$ cat config.mk
export PLATFORM = sky130hd
export DESIGN_NAME = mesi_fsm_flat
export DESIGN_NICKNAME = d
export VERILOG_FILES = /design/src/rtl/mesi_pkg.sv /design/src/rtl/mesi_fsm_if.sv /design/src/rtl/mesi_next_state.sv /design/src/rtl/mesi_fsm.sv /design/src/flat_wrapper.sv
export SDC_FILE = /design/constraint.sdc
export NUM_CORES = 1
export LEC_CHECK = 0
export CORE_AREA = 2 2 39 41
export CTS_CLUSTER_DIAMETER = 80
export DETAILED_ROUTE_END_ITERATION = 10
export DIE_AREA = 0 0 41 43
export GPL_TIMING_DRIVEN = 0
export SLEW_MARGIN = 30
export SYNTH_ARGS = -nofsm -noshare
export SYNTH_HDL_FRONTEND = slang
export SYNTH_HIERARCHICAL = 1
export SYNTH_SLANG_ARGS = --single-unit
$ cat constraint.sdc
create_clock -name clock -period 1.1 [get_ports clock]
set_clock_uncertainty 0.1 [all_clocks]
set_input_delay 0.11 -clock clock [delete_from_list [all_inputs] [get_ports clock]]
set_output_delay 0.11 -clock clock [all_outputs]
set_load 0.005 [all_outputs]
$ cat src/rtl/mesi_pkg.sv
// -----------------------------------------------------------------------------
// mesi_pkg
// Shared encodings for the per-line MESI coherence controller: line states,
// local processor actions, snooped/broadcast bus messages and the packed
// result bundle produced each evaluation.
// Configuration macro: MESI_EXCLUSIVE_EN (full MESI when defined, MSI otherwise).
// -----------------------------------------------------------------------------
package mesi_pkg;

  typedef enum logic [1:0] {
    ST_I = 2'b00,
    ST_S = 2'b01,
    ST_E = 2'b10,
    ST_M = 2'b11
  } mesi_state_e;

  typedef enum logic [1:0] {
    ACT_RD_MISS = 2'b00,
    ACT_RD_HIT  = 2'b01,
    ACT_WR_MISS = 2'b10,
    ACT_WR_HIT  = 2'b11
  } mesi_act_e;

  typedef enum logic [1:0] {
    BUS_NONE   = 2'b00,
    BUS_RDMISS = 2'b01,
    BUS_WRMISS = 2'b10,
    BUS_INV    = 2'b11
  } mesi_bus_e;

  // One evaluation's results, in output order {est_fut, bus_out, mem_out}.
  typedef struct packed {
    mesi_state_e est;
    mesi_bus_e   bus;
    logic        mem;
  } mesi_result_t;

  // When clear, a read miss always fills in S and E is never produced.
`ifdef MESI_EXCLUSIVE_EN
  localparam bit EXCLUSIVE_EN = 1'b1;
`else
  localparam bit EXCLUSIVE_EN = 1'b0;
`endif

endpackage

$ cat src/rtl/mesi_fsm_if.sv
// -----------------------------------------------------------------------------
// mesi_fsm_if
// Groups the evaluation inputs and registered results of mesi_fsm.
//   op      : {cpu_side, acao[1:0], shared}
//   bus_in  : snooped bus message
//   estado  : current line state
//   bus_out : message to broadcast
//   mem_out : write-back strobe
//   est_fut : next line state
// master = owning cache side, slave = mesi_fsm.
// -----------------------------------------------------------------------------
interface mesi_fsm_if;
  logic [3:0] op;
  logic [1:0] bus_in;
  logic [1:0] estado;
  logic [1:0] bus_out;
  logic       mem_out;
  logic [1:0] est_fut;

  modport master (output op, bus_in, estado, input  bus_out, mem_out, est_fut);
  modport slave  (input  op, bus_in, estado, output bus_out, mem_out, est_fut);
endinterface

$ cat src/rtl/mesi_next_state.sv
// -----------------------------------------------------------------------------
// mesi_next_state
// Purely combinational MESI transition function for one cache line.
//   op_i     in  4 : {cpu_side, acao[1:0], shared}
//   bus_in_i in  2 : snooped bus message
//   estado_i in  2 : current line state
//   res_o    out 5 : {next state, bus message, write-back strobe}
// Configuration macro: MESI_EXCLUSIVE_EN (via mesi_pkg::EXCLUSIVE_EN).
// -----------------------------------------------------------------------------
module mesi_next_state
  import mesi_pkg::*;
(
  input  logic [3:0]   op_i,
  input  logic [1:0]   bus_in_i,
  input  logic [1:0]   estado_i,
  output mesi_result_t res_o
);

  mesi_state_e st;
  mesi_act_e   act;

  // NOTE: every output gets a default before any branch, so no path can
  // leave a value unassigned and infer a latch.
  always_comb begin
    st        = mesi_state_e'(estado_i);
    act       = mesi_act_e'(op_i[2:1]);
    res_o.est = st;
    res_o.bus = BUS_NONE;
    res_o.mem = 1'b0;

    if (op_i[3]) begin
      // A "hit" on an invalid line is really a miss.
      if (st == ST_I && act == ACT_RD_HIT) act = ACT_RD_MISS;
      if (st == ST_I && act == ACT_WR_HIT) act = ACT_WR_MISS;

      case (act)
        ACT_RD_HIT: ;  // state unchanged, silent
        ACT_RD_MISS: begin
          res_o.bus = BUS_RDMISS;
          res_o.mem = (st == ST_M);  // dirty victim write-back
          res_o.est = (op_i[0] || !EXCLUSIVE_EN) ? ST_S : ST_E;
        end
        ACT_WR_HIT: begin
          res_o.est = ST_M;
          if (st == ST_S) res_o.bus = BUS_INV;  // other sharers must drop it
        end
        ACT_WR_MISS: begin
          res_o.bus = BUS_WRMISS;
          res_o.mem = (st == ST_M);
          res_o.est = ST_M;
        end
        default: ;
      endcase
    end else begin
      // Snoop: never broadcasts; the owner of a dirty line supplies it.
      case (mesi_bus_e'(bus_in_i))
        BUS_NONE: ;
        BUS_RDMISS: begin
          res_o.mem = (st == ST_M);
          if (st == ST_M || st == ST_E) res_o.est = ST_S;
        end
        BUS_WRMISS, BUS_INV: begin
          res_o.mem = (st == ST_M);
          res_o.est = ST_I;
        end
        default: ;
      endcase
    end
  end

endmodule

$ cat src/rtl/mesi_fsm.sv
// -----------------------------------------------------------------------------
// mesi_fsm
// Per-line MESI coherence controller. Evaluates one local access or snooped
// message per clock and registers {est_fut, bus_out, mem_out}; latency 1.
//   clock in 1 : rising-edge clock
//   clear in 1 : synchronous active-low reset (outputs -> I / none / 0)
//   port       : mesi_fsm_if.slave (op, bus_in, estado -> bus_out, mem_out, est_fut)
// Configuration macro: MESI_EXCLUSIVE_EN (full MESI when defined, MSI otherwise).
// -----------------------------------------------------------------------------
module mesi_fsm
  import mesi_pkg::*;
(
  input  logic        clock,
  input  logic        clear,
  mesi_fsm_if.slave   port
);

  mesi_result_t res_d, res_q;

  mesi_next_state u_next_state (
    .op_i     (port.op),
    .bus_in_i (port.bus_in),
    .estado_i (port.estado),
    .res_o    (res_d)
  );

  // NOTE: sequential state uses non-blocking assignments so every register
  // samples pre-edge values regardless of process ordering.
  always_ff @(posedge clock) begin
    if (!clear) res_q <= '0;
    else        res_q <= res_d;
  end

  assign port.est_fut = res_q.est;
  assign port.bus_out = res_q.bus;
  assign port.mem_out = res_q.mem;

endmodule

$ cat src/flat_wrapper.sv
// flat-port wrapper written by rule: the top's interface ports become plain ports
module mesi_fsm_flat import mesi_pkg::*;
  (clock, clear, port_op, port_bus_in, port_estado, port_bus_out, port_mem_out, port_est_fut);
  mesi_fsm_if port_i ();
  input  logic clock;
  input  logic clear;
  input wire logic [$bits(port_i.op)-1:0] port_op;
  input wire logic [$bits(port_i.bus_in)-1:0] port_bus_in;
  input wire logic [$bits(port_i.estado)-1:0] port_estado;
  output wire logic [$bits(port_i.bus_out)-1:0] port_bus_out;
  output wire logic [$bits(port_i.mem_out)-1:0] port_mem_out;
  output wire logic [$bits(port_i.est_fut)-1:0] port_est_fut;
  assign port_i.op = port_op;
  assign port_i.bus_in = port_bus_in;
  assign port_i.estado = port_estado;
  assign port_bus_out = port_i.bus_out;
  assign port_mem_out = port_i.mem_out;
  assign port_est_fut = port_i.est_fut;
  mesi_fsm u_core (.clock(clock), .clear(clear), .port(port_i));
endmodule
## Yosys cells after proc, flatten, opt, wreduce, memory -nomap -nowiden

Cells that the tools add are included.

| storage, ports and cells | value |
|---|---|
| register bits after elaboration | 5 |
| bits of input ports | 10 |
| output and inout bits | 5 |
| word-level logic and storage cells | 34 |

| operators by class | value |
|---|---|
| eq/ne operators | 10 |
| multiplexer cells | 12 |
| reduce and logical (&&, ||, !) cells | 9 |

Operator list:

| kind | count |
|---|---|
| $eq A2 B2 Y1 const B | 7 |
| $mux W2 | 7 |
| $pmux W4 S3 | 1 |
| $eq A2 B1 Y1 const B | 3 |
| $logic_not A2 Y1 | 2 |
| $pmux W2 S2 | 1 |
| $reduce_or A2 Y1 | 2 |
| $mux W1 | 3 |
| $reduce_or A3 Y1 | 1 |
| $logic_and A1 B1 Y1 | 2 |
| $reduce_and A2 Y1 | 1 |
| $logic_or A1 B1 Y1 | 1 |

## Depth between registers and ports, before layout

| logic depth | value |
|---|---|
| word-level depth | 12 |
| depth in mapped cells | 3 |
| gate-level depth less buffers | 3 |

## By module

Netlist, hierarchy kept.

Modules (own cells, without submodules):

| module | instances | cells an instance | area each (µm²) | sequential area each (µm²) |
|---|---|---|---|---|
| mesi_fsm | 1 | 10 | 131.4 | 100.1 |
| mesi_next_state | 1 | 17 | 105.1 | 0.0 |

## Worst setup path before layout

Ideal clock, no wire load.

| path | value |
|---|---|
| path type | input to register |
| start | input port port_op[3] |
| end | register u_core.res_q, in the netlist u_core/port.est_fut[1] |
| setup time | 59 ps |
| arrival time | 798 ps |
| data required time | 941 ps |
| setup slack | 143 ps |
| cell stages on the path | 3 |
| buffers on the path | 0 |
| path through | or4b_1 nand3_1 and2_1 |

RTL lines:

| element | line | RTL |
|---|---|---|
| from (decl) | flat_wrapper.sv:7 | `input wire logic [$bits(port_i.op)-1:0] port_op;` |
| to (signal assigned) | mesi_fsm.sv:31 | `else res_q <= res_d;` |
| to (decl) | mesi_fsm.sv:18 | `mesi_result_t res_d, res_q;` |

==> impl_metrics.csv <==
group,metric,value,unit
min_path,min_to,"u_core/port.est_fut[1]$_SDFF_PN0_",
timing,drv_slew,0,
timing,setup_ws,0.0577,ns
final_layout,multiInputGateArea,133,sq um
floorplan,coreArea,0.00138,sq mm
final_layout,register_area,100,sq um
final_layout,fillers,158,
synthesis,netlist_top_cells_area,"dfxtp_1 (42%), and2_1 (13%), a21oi_1 (4.2%), nand3_1 (4.2%), nor4bb_1 (4.2%)",
final_layout,final_cell_area,410,sq um
worst_setup_path,path_class,"in2reg",
min_path,min_from,"port_op[2]",
clock_tree,cts_tree,"yes",
final_layout,n_antenna_cell,0,
timing,fmax,959,MHz
placed_design,pre_cts_slack,-0.454,ns
global_routing,grt_pass1_vias,205,
power_and_ir_drop,leakagePower,0.000206,uW
drt,drt-initial-drc-count,0,
global_routing,grt_max_degree,9,
worst_setup_path,crit_family,"simple AND/OR/NAND/NOR gates",
worst_setup_path,crit_slowest_cell,"or4b_1",
global_routing,antenna_found_initial,0,
clock_tree,clk_pin_slew,0.04,ns
synthesis,ys_ff_latch,5,
worst_setup_path,cp.required,1.18,ns
timing,whs,0.231,ns
worst_setup_path,crit_path_max_fanout,8,
worst_setup_path,path_cells,"clkdlybuf4s15_1 -> or4b_1 -> nand3_1 -> and2_1",
min_path,worstHoldPathType,"in2reg",
synthesis,ys_seq_area_share,42.3,%
worst_setup_path,end_kind,"register",
final_layout,nets,55,
drt,wire_per_inst,7.90,microns
timing,relSlewSlack,85.6,%
drt,dr.pass1.iters,1,
power_and_ir_drop,finalPower,472,uW
drt,antenna_left,0,
clock_tree,cts_buffer_depth,2,
power_and_ir_drop,powerDensity,1150,mW/mm^2
run,maxCapViolations,0,
floorplan,dieArea,0.00176,sq mm
min_path,worstHoldPathCells,4,
clock_tree,cts_made_buffers,3,
drt,vias,246,
synthesis,syn_inst,27,
clock_tree,cts_hold_buf,0,
timing,fin_crit_sh,94.8,%
power_and_ir_drop,ir_drop,0.245,mV
placed_design,io_buffers,13,
outcome,outcome,"complete, no violations",
final_layout,layout_commonest_cell,"dlygate4sd2_1",
synthesis,synth_cell_types,16,
global_routing,grtUsageTotal,6.83,%
final_layout,drive_above_1_share,6.82,%
floorplan,die_h,43,microns
clock_tree,ctsRootBufferMaster,"clkbuf_4",
floorplan,ios,15,
timing,setup_violations,0,
drt,vias_per_cell,4.10,
synthesis,syn_nets,37,
synthesis,yosys.area.top_type,"dfxtp_1",
final_layout,layout_common_cells,"dlygate4sd2_1 (8), and2_1 (5), dfxtp_1 (5)",
timing,worstMarginPinSlew,0.213,ns
synthesis,synth_top_area_share,42.3,%
floorplan,dieWidth,41,microns
floorplan,num_rows,14,
timing,fin_crit,1.04,ns
synthesis,synth_warnings,6,
clock_tree,htreeDepth,1,
global_routing,grt_overflow_total,0,
drt,drc,0,
synthesis,synth.avg_cell_area,8.76,sq um
placed_design,place_area,387,sq um
worst_setup_path,crit_arrival,1.12,ns
clock_tree,cts.sinks,5,
floorplan,start_util,17.1,%
global_routing,grt_pass1_wl,759,microns
clock_tree,postCtsSetupBuffers,0,
worst_setup_path,start_kind,"input pin",
drt,routed_wl,474,microns
placed_design,dp_hpwl,380,microns
worst_setup_path,max_stage_delay,0.55,ns
synthesis,netlist_area,236,sq um
placed_design,gp_congestion,0.699,
worst_setup_path,worst-path-buf-inv,1,
final_layout,synthToLayoutAreaGrowth,73.5,%
timing,hold_violations,0,
## sequential cells by signal, summed over array words and instances (netlist names)
name,flops
u_core/port.bus_out,2
u_core/port.est_fut,2
u_core/port.mem_out,1
## Yosys cell counts
master / number
nor4bb_1: 1
and2_1: 5
a21oi_1: 2
nor2b_1: 1
o22ai_1: 1
nand3_1: 2
nor3_1: 1
o2bb2ai_1: 1
dfxtp_1: 5
or2_1: 1
nand4b_1: 1
a211oi_1: 1
o21ai_0: 1
nand2_1: 2
inv_1: 1
or4b_1: 1
## how the worst max path moves through the flow
| stage | from | to | slack (ns) | cells past startpoint |
|---|---|---|---|---|
| after floorplan | port_op[3] | u_core/port.est_fut[1]$_SDFF_PN0_ | 0.14 | 3 |
| after global placement | port_op[3] | u_core/port.est_fut[1]$_SDFF_PN0_ | -0.44 | 4 |
| after detailed placement | port_op[3] | u_core/port.est_fut[1]$_SDFF_PN0_ | -0.45 | 4 |
| after CTS | port_bus_in[1] | u_core/port.est_fut[1]$_SDFF_PN0_ | -0.02 | 4 |
| after global routing | port_op[3] | u_core/port.est_fut[1]$_SDFF_PN0_ | -0.002 | 4 |
| final | port_op[3] | u_core/port.est_fut[1]$_SDFF_PN0_ | 0.06 | 4 |
## cell families (layout without fill, tap and decap cells)
kind of cell	count (synthesis)	in the layout	share of synthesized area [%]
buffers and inverters	1	18	1.59
AOI/OAI and AO/OA	6	6	15.9
DFF	5	5	42.3
and+or+nand+nor	15	15	40.2
## per-layer routing
layer,up-vias,GRT usage (%),part of all wire (%)
met4,0,10.0,2.1
li1,131,-,-
met1,100,7.72,46
met2,13,8.13,40
met5,-,0,0
met3,2,1.57,11
## metrics by stage
| stage | TNS (ns) | instances | util (%) |
|---|---|---|---|
| 5_1_grt | -0.00195 | 60 | 29.7 |
| 4_1_cts | -0.0241 | 60 | 29.0 |
| 3_5_place_dp | -1.36 | 56 | 27.9 |
| 2_1_floorplan | 0 | 27 | - |
| 3_3_place_gp | -1.31 | 56 | 27.9 |
| 6_report | 0 | 60 | 29.7 |
## report_power, final
| group | leakage, uW | internal [uW] | total [uW] | switching [uW] |
|---|---|---|---|---|
| clock network | 0.0000150 | 137 | 205 | 68.6 |
| registers | 0.0000412 | 191 | 193 | 1.62 |
| logic | 0.000150 | 43.3 | 74.3 | 31.0 |
| total | 0.000206 | 371 | 472 | 101 |
## layout make-up
cell class,instances,share of cell area (%)
repair buffers,13,31.1
well taps,16,4.88
flip-flops and latches,5,24.4
inverters,1,0.915
multi-input cells,21,32.3
clock buffers,4,6.40
## what timing repair did
item / in CTS / in global routing
resized for setup: 9 / 4
setup endpoints to repair: 7 / 2
pin swaps: 0 / 2
hold endpoints to repair: 0 / 0
Power figures use the tool's default switching activity.
